### src/rtl/psum_requant_pkg.sv
// Shared types and constants for the psum requantizer: FSM states,
// accumulator saturation bounds and the activation clip ceiling.
package psum_requant_pkg;

    localparam int def_bw      = 4;
    localparam int def_psum_bw = 16;

    typedef enum logic [1:0] {
        st_idle  = 2'd0,
        st_accum = 2'd1,
        st_flush = 2'd2
    } state_t;

    localparam logic signed [def_psum_bw-1:0] sat_max = {1'b0, {(def_psum_bw-1){1'b1}}};
    localparam logic signed [def_psum_bw-1:0] sat_min = {1'b1, {(def_psum_bw-1){1'b0}}};
    localparam logic [def_bw-1:0]             clip_max = {def_bw{1'b1}};

endpackage

### src/rtl/requant_lane.sv
// One lane: saturating accumulate, then ReLU, arithmetic shift and clip.
// Purely combinational; no handshake of its own.
module requant_lane
    import psum_requant_pkg::*;
#(
    parameter int bw      = def_bw,
    parameter int psum_bw = def_psum_bw
) (
    input  logic signed [psum_bw-1:0] acc,
    input  logic signed [psum_bw-1:0] psum,
    input  logic                      add_en,
    input  logic [3:0]                shift,
    output logic signed [psum_bw-1:0] sum_sat,
    output logic [bw-1:0]             act
);

    localparam logic signed [psum_bw:0]   sum_hi    = {sat_max[psum_bw-1], sat_max};
    localparam logic signed [psum_bw:0]   sum_lo    = {sat_min[psum_bw-1], sat_min};
    localparam logic signed [psum_bw-1:0] clip_wide = {{(psum_bw-bw){1'b0}}, clip_max};

    logic signed [psum_bw:0]   sum_wide;
    logic signed [psum_bw-1:0] shifted;

    always_comb begin
        sum_wide = {psum[psum_bw-1], psum};
        if (add_en) begin
            sum_wide = {acc[psum_bw-1], acc} + {psum[psum_bw-1], psum};
        end

        if (sum_wide > sum_hi) begin
            sum_sat = sat_max;
        end else if (sum_wide < sum_lo) begin
            sum_sat = sat_min;
        end else begin
            sum_sat = sum_wide[psum_bw-1:0];
        end

        // Negative sums are zeroed before the shift ever matters.
        shifted = sum_sat >>> shift;
        if (sum_sat[psum_bw-1]) begin
            act = '0;
        end else if (shifted > clip_wide) begin
            act = clip_max;
        end else begin
            act = shifted[bw-1:0];
        end
    end

endmodule

### src/rtl/psum_requant.sv
// Multi-pass column psum accumulator with ReLU/shift/clip requant to bw-bit activations.
// Latency: final-pass beat accepted -> out_valid the next cycle; one beat/cycle sustained.
// Backpressure: single output register; in_ready drops on the final pass while out is stalled.
module psum_requant
    import psum_requant_pkg::*;
#(
    parameter int bw      = def_bw,
    parameter int psum_bw = def_psum_bw,
    parameter int col     = 8,
    parameter int depth   = 16
) (
    input  logic                      clk,
    input  logic                      rst_n,
    input  logic                      start,
    input  logic [3:0]                cfg_num_pass,
    input  logic [3:0]                cfg_shift,
    input  logic                      in_valid,
    output logic                      in_ready,
    input  logic [col*psum_bw-1:0]    in_psum,
    output logic                      out_valid,
    input  logic                      out_ready,
    output logic [col*bw-1:0]         out_act,
    output logic                      busy,
    output logic                      done
);

    localparam int ptr_w = $clog2(depth);

    state_t             state;
    logic [ptr_w-1:0]   row_ptr;
    logic [3:0]         pass_cnt;
    logic [3:0]         num_pass;
    logic [3:0]         shift_q;

    logic signed [psum_bw-1:0] acc_mem  [depth][col];
    logic signed [psum_bw-1:0] lane_sum [col];
    logic [col*bw-1:0]         lane_act;

    logic final_pass;
    logic last_row;
    logic accept;
    logic drain;

    assign final_pass = (pass_cnt == num_pass - 4'd1);
    assign last_row   = (row_ptr == ptr_w'(depth - 1));
    assign drain      = out_valid && out_ready;
    // Final pass may only write the output register when it is empty or emptying now.
    assign in_ready   = (state == st_accum) && (!final_pass || !out_valid || out_ready);
    assign accept     = in_valid && in_ready;
    assign busy       = (state != st_idle);
    assign done       = (state == st_flush) && drain;

    for (genvar k = 0; k < col; k++) begin : g_lane
        requant_lane #(
            .bw      (bw),
            .psum_bw (psum_bw)
        ) u_lane (
            .acc     (acc_mem[row_ptr][k]),
            .psum    (in_psum[k*psum_bw +: psum_bw]),
            .add_en  (pass_cnt != 4'd0),
            .shift   (shift_q),
            .sum_sat (lane_sum[k]),
            .act     (lane_act[k*bw +: bw])
        );
    end

    // Storage is left unreset: pass 0 always overwrites an entry before it is read.
    always_ff @(posedge clk) begin
        if (accept && !final_pass) begin
            for (int k = 0; k < col; k++) begin
                acc_mem[row_ptr][k] <= lane_sum[k];
            end
        end
    end

    always_ff @(posedge clk or negedge rst_n) begin
        if (!rst_n) begin
            state     <= st_idle;
            row_ptr   <= '0;
            pass_cnt  <= '0;
            num_pass  <= 4'd1;
            shift_q   <= '0;
            out_valid <= 1'b0;
            out_act   <= '0;
        end else begin
            case (state)
                st_idle: begin
                    if (start) begin
                        state    <= st_accum;
                        num_pass <= (cfg_num_pass == 4'd0) ? 4'd1 : cfg_num_pass;
                        shift_q  <= cfg_shift;
                        row_ptr  <= '0;
                        pass_cnt <= '0;
                    end
                end
                st_accum: begin
                    if (accept) begin
                        row_ptr <= last_row ? '0 : row_ptr + ptr_w'(1);
                        if (last_row) begin
                            if (final_pass) begin
                                state <= st_flush;
                            end else begin
                                pass_cnt <= pass_cnt + 4'd1;
                            end
                        end
                    end
                end
                st_flush: begin
                    if (drain) begin
                        state <= st_idle;
                    end
                end
                default: state <= st_idle;
            endcase

            if (accept && final_pass) begin
                out_valid <= 1'b1;
                out_act   <= lane_act;
            end else if (drain) begin
                out_valid <= 1'b0;
            end
        end
    end

endmodule
### config.mk
export PLATFORM = sky130hd
export DESIGN_NAME = psum_requant
export DESIGN_NICKNAME = d
export VERILOG_FILES = /design/src/rtl/psum_requant_pkg.sv /design/src/rtl/requant_lane.sv /design/src/rtl/psum_requant.sv
export SDC_FILE = /design/constraint.sdc
export NUM_CORES = 2
export LEC_CHECK = 0
export CORE_AREA = 2 2 562 285
export DETAILED_ROUTE_END_ITERATION = 16
export DIE_AREA = 0 0 564 287
export PLACE_DENSITY = 0.78
export SLEW_MARGIN = 30
export SYNTH_ARGS = -nofsm -noshare
export SYNTH_HDL_FRONTEND = slang
export SYNTH_SLANG_ARGS = --single-unit
export TNS_END_PERCENT = 10
### constraint.sdc
create_clock -name clk -period 13.7 [get_ports clk]
set_clock_uncertainty 0.2 [all_clocks]
set_input_delay 3.425 -clock clk [delete_from_list [all_inputs] [get_ports clk]]
set_output_delay 3.425 -clock clk [all_outputs]
set_load 0.005 [all_outputs]
## Word level (Yosys, flattened, before mapping)

Memories as Yosys holds them, arrays and structs flattened.
Cells that the tools add are included.

| cells by class | value |
|---|---|
| add/sub/neg operators | 11 |
| multiply operators | 0 |
| div/mod/pow operators | 0 |
| magnitude comparators | 24 |
| equal/unequal tests | 10 |
| shift operators | 8 |
| muxes and demuxes | 59 |
| bitwise operators | 0 |
| reduce and logical (&&, ||, !) cells | 20 |

Operators by type and width:

| kind | number |
|---|---|
| 16-bit 2-to-1 mux | 16 |
| 16-bit by 16-bit adder with 17-bit output | 8 |
| 17-bit by 16-bit greater-than comparator with 1-bit output, second input constant | 8 |
| 17-bit by 16-bit < comparator with 1-bit output, second input constant | 8 |
| 17-bit 2-to-1 mux | 8 |
| 16-bit by 5-bit greater-than comparator with 1-bit output, second input constant | 8 |
| 16-bit by 4-bit >>> shifter with 16-bit output | 8 |
| 4-bit 2-to-1 mux | 23 |
| 4-bit case mux with 2 select lines | 2 |
| 2-bit != test, second input constant | 6 |
| 2-bit 2-to-1 mux | 5 |
| 5-bit AND reduction | 2 |
| 4-bit by 1-bit adder with 4-bit output, second input constant | 2 |
| 1-bit logical AND | 6 |
| 2-bit case mux with 3 select lines | 1 |
| 2-bit nonzero test | 3 |
| 4-bit == test | 1 |
| 4-bit == test, second input constant | 1 |
| 4-bit zero test | 1 |
| 1-bit 2-to-1 mux | 4 |
| 4-bit nonzero test | 1 |
| 4-bit by 1-bit subtractor with 4-bit output, second input constant | 1 |
| 3-bit AND reduction | 1 |
| 2-bit by 1-bit == test with 1-bit output, second input constant | 1 |
| 5 further kinds | 7 |

| word-level totals | value |
|---|---|
| bits in registers | 51 |
| latch bits | 0 |
| RAM bits | 2048 |
| bits in read-only memories | 0 |
| bits of input ports | 141 |
| output and inout bits | 36 |
| word-level logic and storage cells | 140 |
| memories | 1 |

Memory list:

| name | words | bits a word | rd ports | clocked after memory_dff | wr ports | RTL line | text |
|---|---|---|---|---|---|---|---|
| acc_mem | 16 | 128 | 1 | 0 | 1 | psum_requant.sv:35 | `logic signed [psum_bw-1:0] acc_mem [depth][col];` |

## Logic depth before layout (Yosys ltp)

| depth | value |
|---|---|
| depth in word-level cells | 10 |
| gate-level depth with buffers | 23 |

## Cells and area by module

A second synthesis with hierarchy kept.

| unflattened totals | value |
|---|---|
| cells, all modules | 5569 |
| area, all modules | 96147.2 um^2 |

By module, submodules not included:

| module | instances | cells each | area each (um^2) | seq. area each (um^2) |
|---|---|---|---|---|
| psum_requant | 1 | 3057 | 79150.9 | 62776.5 |
| requant_lane | 8 | 314 | 2124.5 | 0.0 |

## Least setup slack after synthesis

OpenSTA, ideal clock, no wires.

| path | value |
|---|---|
| kind | input to register |
| from | input in_valid |
| to | memory acc_mem[0][0] in the netlist's numbering (enable) |
| setup time | 0.772 ns |
| arrival | 12.523 ns |
| data required time | 12.728 ns |
| path slack | 0.205 ns |
| stages on the path | 4 |
| cells stage by stage | nand2_1 -> nor2b_1 -> nand2_1 -> nor3_1 |

| between the ends | value |
|---|---|
| cells in the longest elaborated chain, start to end | 4 |

RTL lines:

| item | RTL line | text |
|---|---|---|
| from (decl) | psum_requant.sv:17 | `input logic in_valid,` |
| 1-bit logical AND | psum_requant.sv:49 | `assign accept = in_valid && in_ready;` |
| 1-bit logical AND | psum_requant.sv:69 | `if (accept && !final_pass) begin` |
| 1-bit 2-to-1 mux | psum_requant.sv:69 |  |
| 1-bit 2-to-1 mux (not written as such) | psum_requant.sv:71 | `acc_mem[row_ptr][k] <= lane_sum[k];` |
| to (decl) | psum_requant.sv:35 |  |

No other way between the ends.

## Final worst setup path

| path | value |
|---|---|
| from | input out_ready |
| to | output in_ready |

| between the ends | value |
|---|---|
| cells in the longest elaborated chain, start to end | 2 |

RTL lines:

| item | RTL line | text |
|---|---|---|
| from (decl) | psum_requant.sv:21 | `input logic out_ready,` |
| 1-bit logical OR | psum_requant.sv:48 | `assign in_ready = (state == st_accum) && (!final_pass \|\| !out_valid \|\| out_ready);` |
| 1-bit logical AND | psum_requant.sv:48 |  |
| to (decl) | psum_requant.sv:18 | `output logic in_ready,` |

No other way between the ends.

==> results.json <==
{
  "status": "finished, final reports clean",
  "dp_hpwl_um": 160000,
  "postCtsHoldBufs": 0,
  "cts_tree": "yes",
  "finalCritPeriodShare": 0.619,
  "mostFrequentLayoutCells": "edfxtp_1 (2048), mux4_2 (665), o21ai_0 (260), nand2_1 (259), nor2_1 (242)",
  "die_width_um": 564,
  "fp-row-count": 103,
  "drv_slew": 0,
  "antenna_found_initial": 10,
  "hold_violations": 0,
  "grt_first_pass_wirelength_um": 391000,
  "grt_pass1_vias": 55100,
  "dr.pass1.iters": 7,
  "ys_ff_latch": 2099,
  "via_per_inst": 7.26,
  "drtIter0Drc": 9923,
  "dp_cells": 7676,
  "postCtsSetupRepairBufs": 0,
  "numCtsBuffers": 184,
  "synth_edf_count": 2048,
  "slew_headroom": 0.205,
  "grt_overflow": 0,
  "grt_max_degree": 138,
  "yosys_most_used_dff": "edfxtp_1",
  "worst_slew_pin_slew_ns": 1.19,
  "crit_required_ns": 10.07,
  "post_cts_resize_count": 0,
  "area_delta_synth_final_pct": 11.4,
  "dpl-instance-area_sq_um": 100000,
  "hold_end": "out_act[15]",
  "clkLatencyLatePin_ns": 0.85,
  "yosys_warnings": 0,
  "worst_ep_arrival_time_ns": 4.85,
  "clk_pin_slew_ns": 0.06,
  "grt.total_usage": 0.335,
  "wl_per_cell_um": 33.8,
  "r2r_start": "row_ptr[0]",
  "fin_cells": 8010,
  "drc": 0,
  "ant_nets": 0,
  "postSynthAreaPerCell_sq_um": 17.1,
  "fp.dieH_um": 287,
  "fin_area_sq_um": 106000,
  "synth_cell_types": 120,
  "fmax_mhz": 118,
  "fin_tns_setup_ns": 0,
  "critPathCaptureType": "output pin",
  "cts.sinks": 2099,
  "cp_max_fo": 5,
  "clockBufferDepth": 4,
  "htree_levels": 4,
  "reg2reg_depth": 20,
  "regToRegSetupSlack_ns": 5.54,
  "fin_nets": 6052,
  "initial_utilization": 0.607,
  "die-area_sq_um": 162000,
  "synth_cells": 5558,
  "hold_start": "out_act[15]",
  "clockRootBuffer": "clkbuf_16",
  "layout_commonest_cell": "edfxtp_1",
  "io_pins": 177,
  "synth_nets": 5842,
  "rsz0062_at_grt": "false",
  "whs_path_depth": 1,
  "r2r-end": "out_act[6]",
  "critical_path_class": "in -> out",
  "min_path_type": "reg -> reg",
  "seq_area_frac_synth": 0.660,
  "cp-start-kind": "primary input",
  "finalSetupViolCount": 0,
  "cap_viol_max_count": 0,
  "gp_congestion": 0.977,
  "syn_area_sq_um": 95200,
  "dr_total_vias": 58100,
  "core_area_sq_um": 157000,
  "async_flop_share": 0.0243,
  "wl_um": 271000,
  "fin_crit_ns": 8.48,
  "drive_gt1_frac": 0.216,
  "io_buffers": 176
}
-- cell type report --
type | instances | area, sq um
well taps | 2100 | 2630
inverters | 95 | 364
clock inverters | 100 | 876
flip-flops and latches | 2099 | 62800
diodes | 4 | 10.0
fillers | 10000 | 50700
multi-input cells | 3036 | 31000
repair buffers | 352 | 3510
clock buffers | 224 | 4840
-- synth_stat cells, types with 71 or more instances --
cell,count,area share
a211oi_1,73,0.0058
a21oi_1,248,0.013
clkbuf_1,227,0.0090
edfxtp_1,2048,0.65
ha_1,135,0.018
inv_1,92,0.0036
mux2i_1,80,0.0084
mux4_2,665,0.16
nand2_1,259,0.010
nand3_1,71,0.0037
nor2_1,257,0.010
o21ai_0,285,0.015
-- stage by stage --
stage          worst slack, ns  utilization  hold slack, ns
5_1_grt                   4.82        0.677           0.358
4_1_cts                   5.23        0.675           0.326
3_5_place_dp              4.92        0.638           0.320
6_report                  5.22        0.677           0.323
3_3_place_gp              5.08        0.636           0.287
2_1_floorplan            0.205            -           0.284
-- layer usage --
metal  up-vias  wire (um)  global-route usage
met4         8       7790              0.0851
met2      4546     117000               0.473
li1      23400          -                   -
met5         -         48                   0
met3       499      39300              0.0911
met1     29700     107000               0.523
-- worst max-delay path, stage by stage --
cell and delay (ns):
clkdlybuf4s50_1 0.43, nand2b_1 0.19, nor2_1 0.28, nor3_1 0.08, clkdlybuf4s50_1 0.45
-- how the worst max path moves through the flow --
stage / startpoint / end / slack, ns / cells after the start
final: out_ready / in_ready / 5.22 / 5
after floorplan: in_valid / acc_mem[0][0] / 0.21 / 4
after global placement: in_psum[64] / out_act[18] / 5.08 / 15
after CTS: out_ready / in_ready / 5.23 / 5
after detailed placement: in_psum[80] / out_act[20] / 4.92 / 16
after global routing: row_ptr[0] / out_act[9] / 4.82 / 17
-- cell families after synthesis --
logic type | share of synthesized area
muxes | 0.170
xor gates and xnor gates | 0.00571
adders and majority gates | 0.0200
and+or+nand+nor | 0.0458
AOI/OAI and AO/OA | 0.0812
DFF | 0.660
buffers and inverters | 0.0179
-- registers in the layout, summed over array words and instances, names as in the netlist --
register,flops
acc_mem,2048
row_ptr,4
state,2
out_valid,1
num_pass,4
out_act,32
pass_cnt,4
shift_q,4
Power is left out: the tool's default activity adds up to more than one toggle a clock period on the data nets, which glitch-free logic cannot reach.
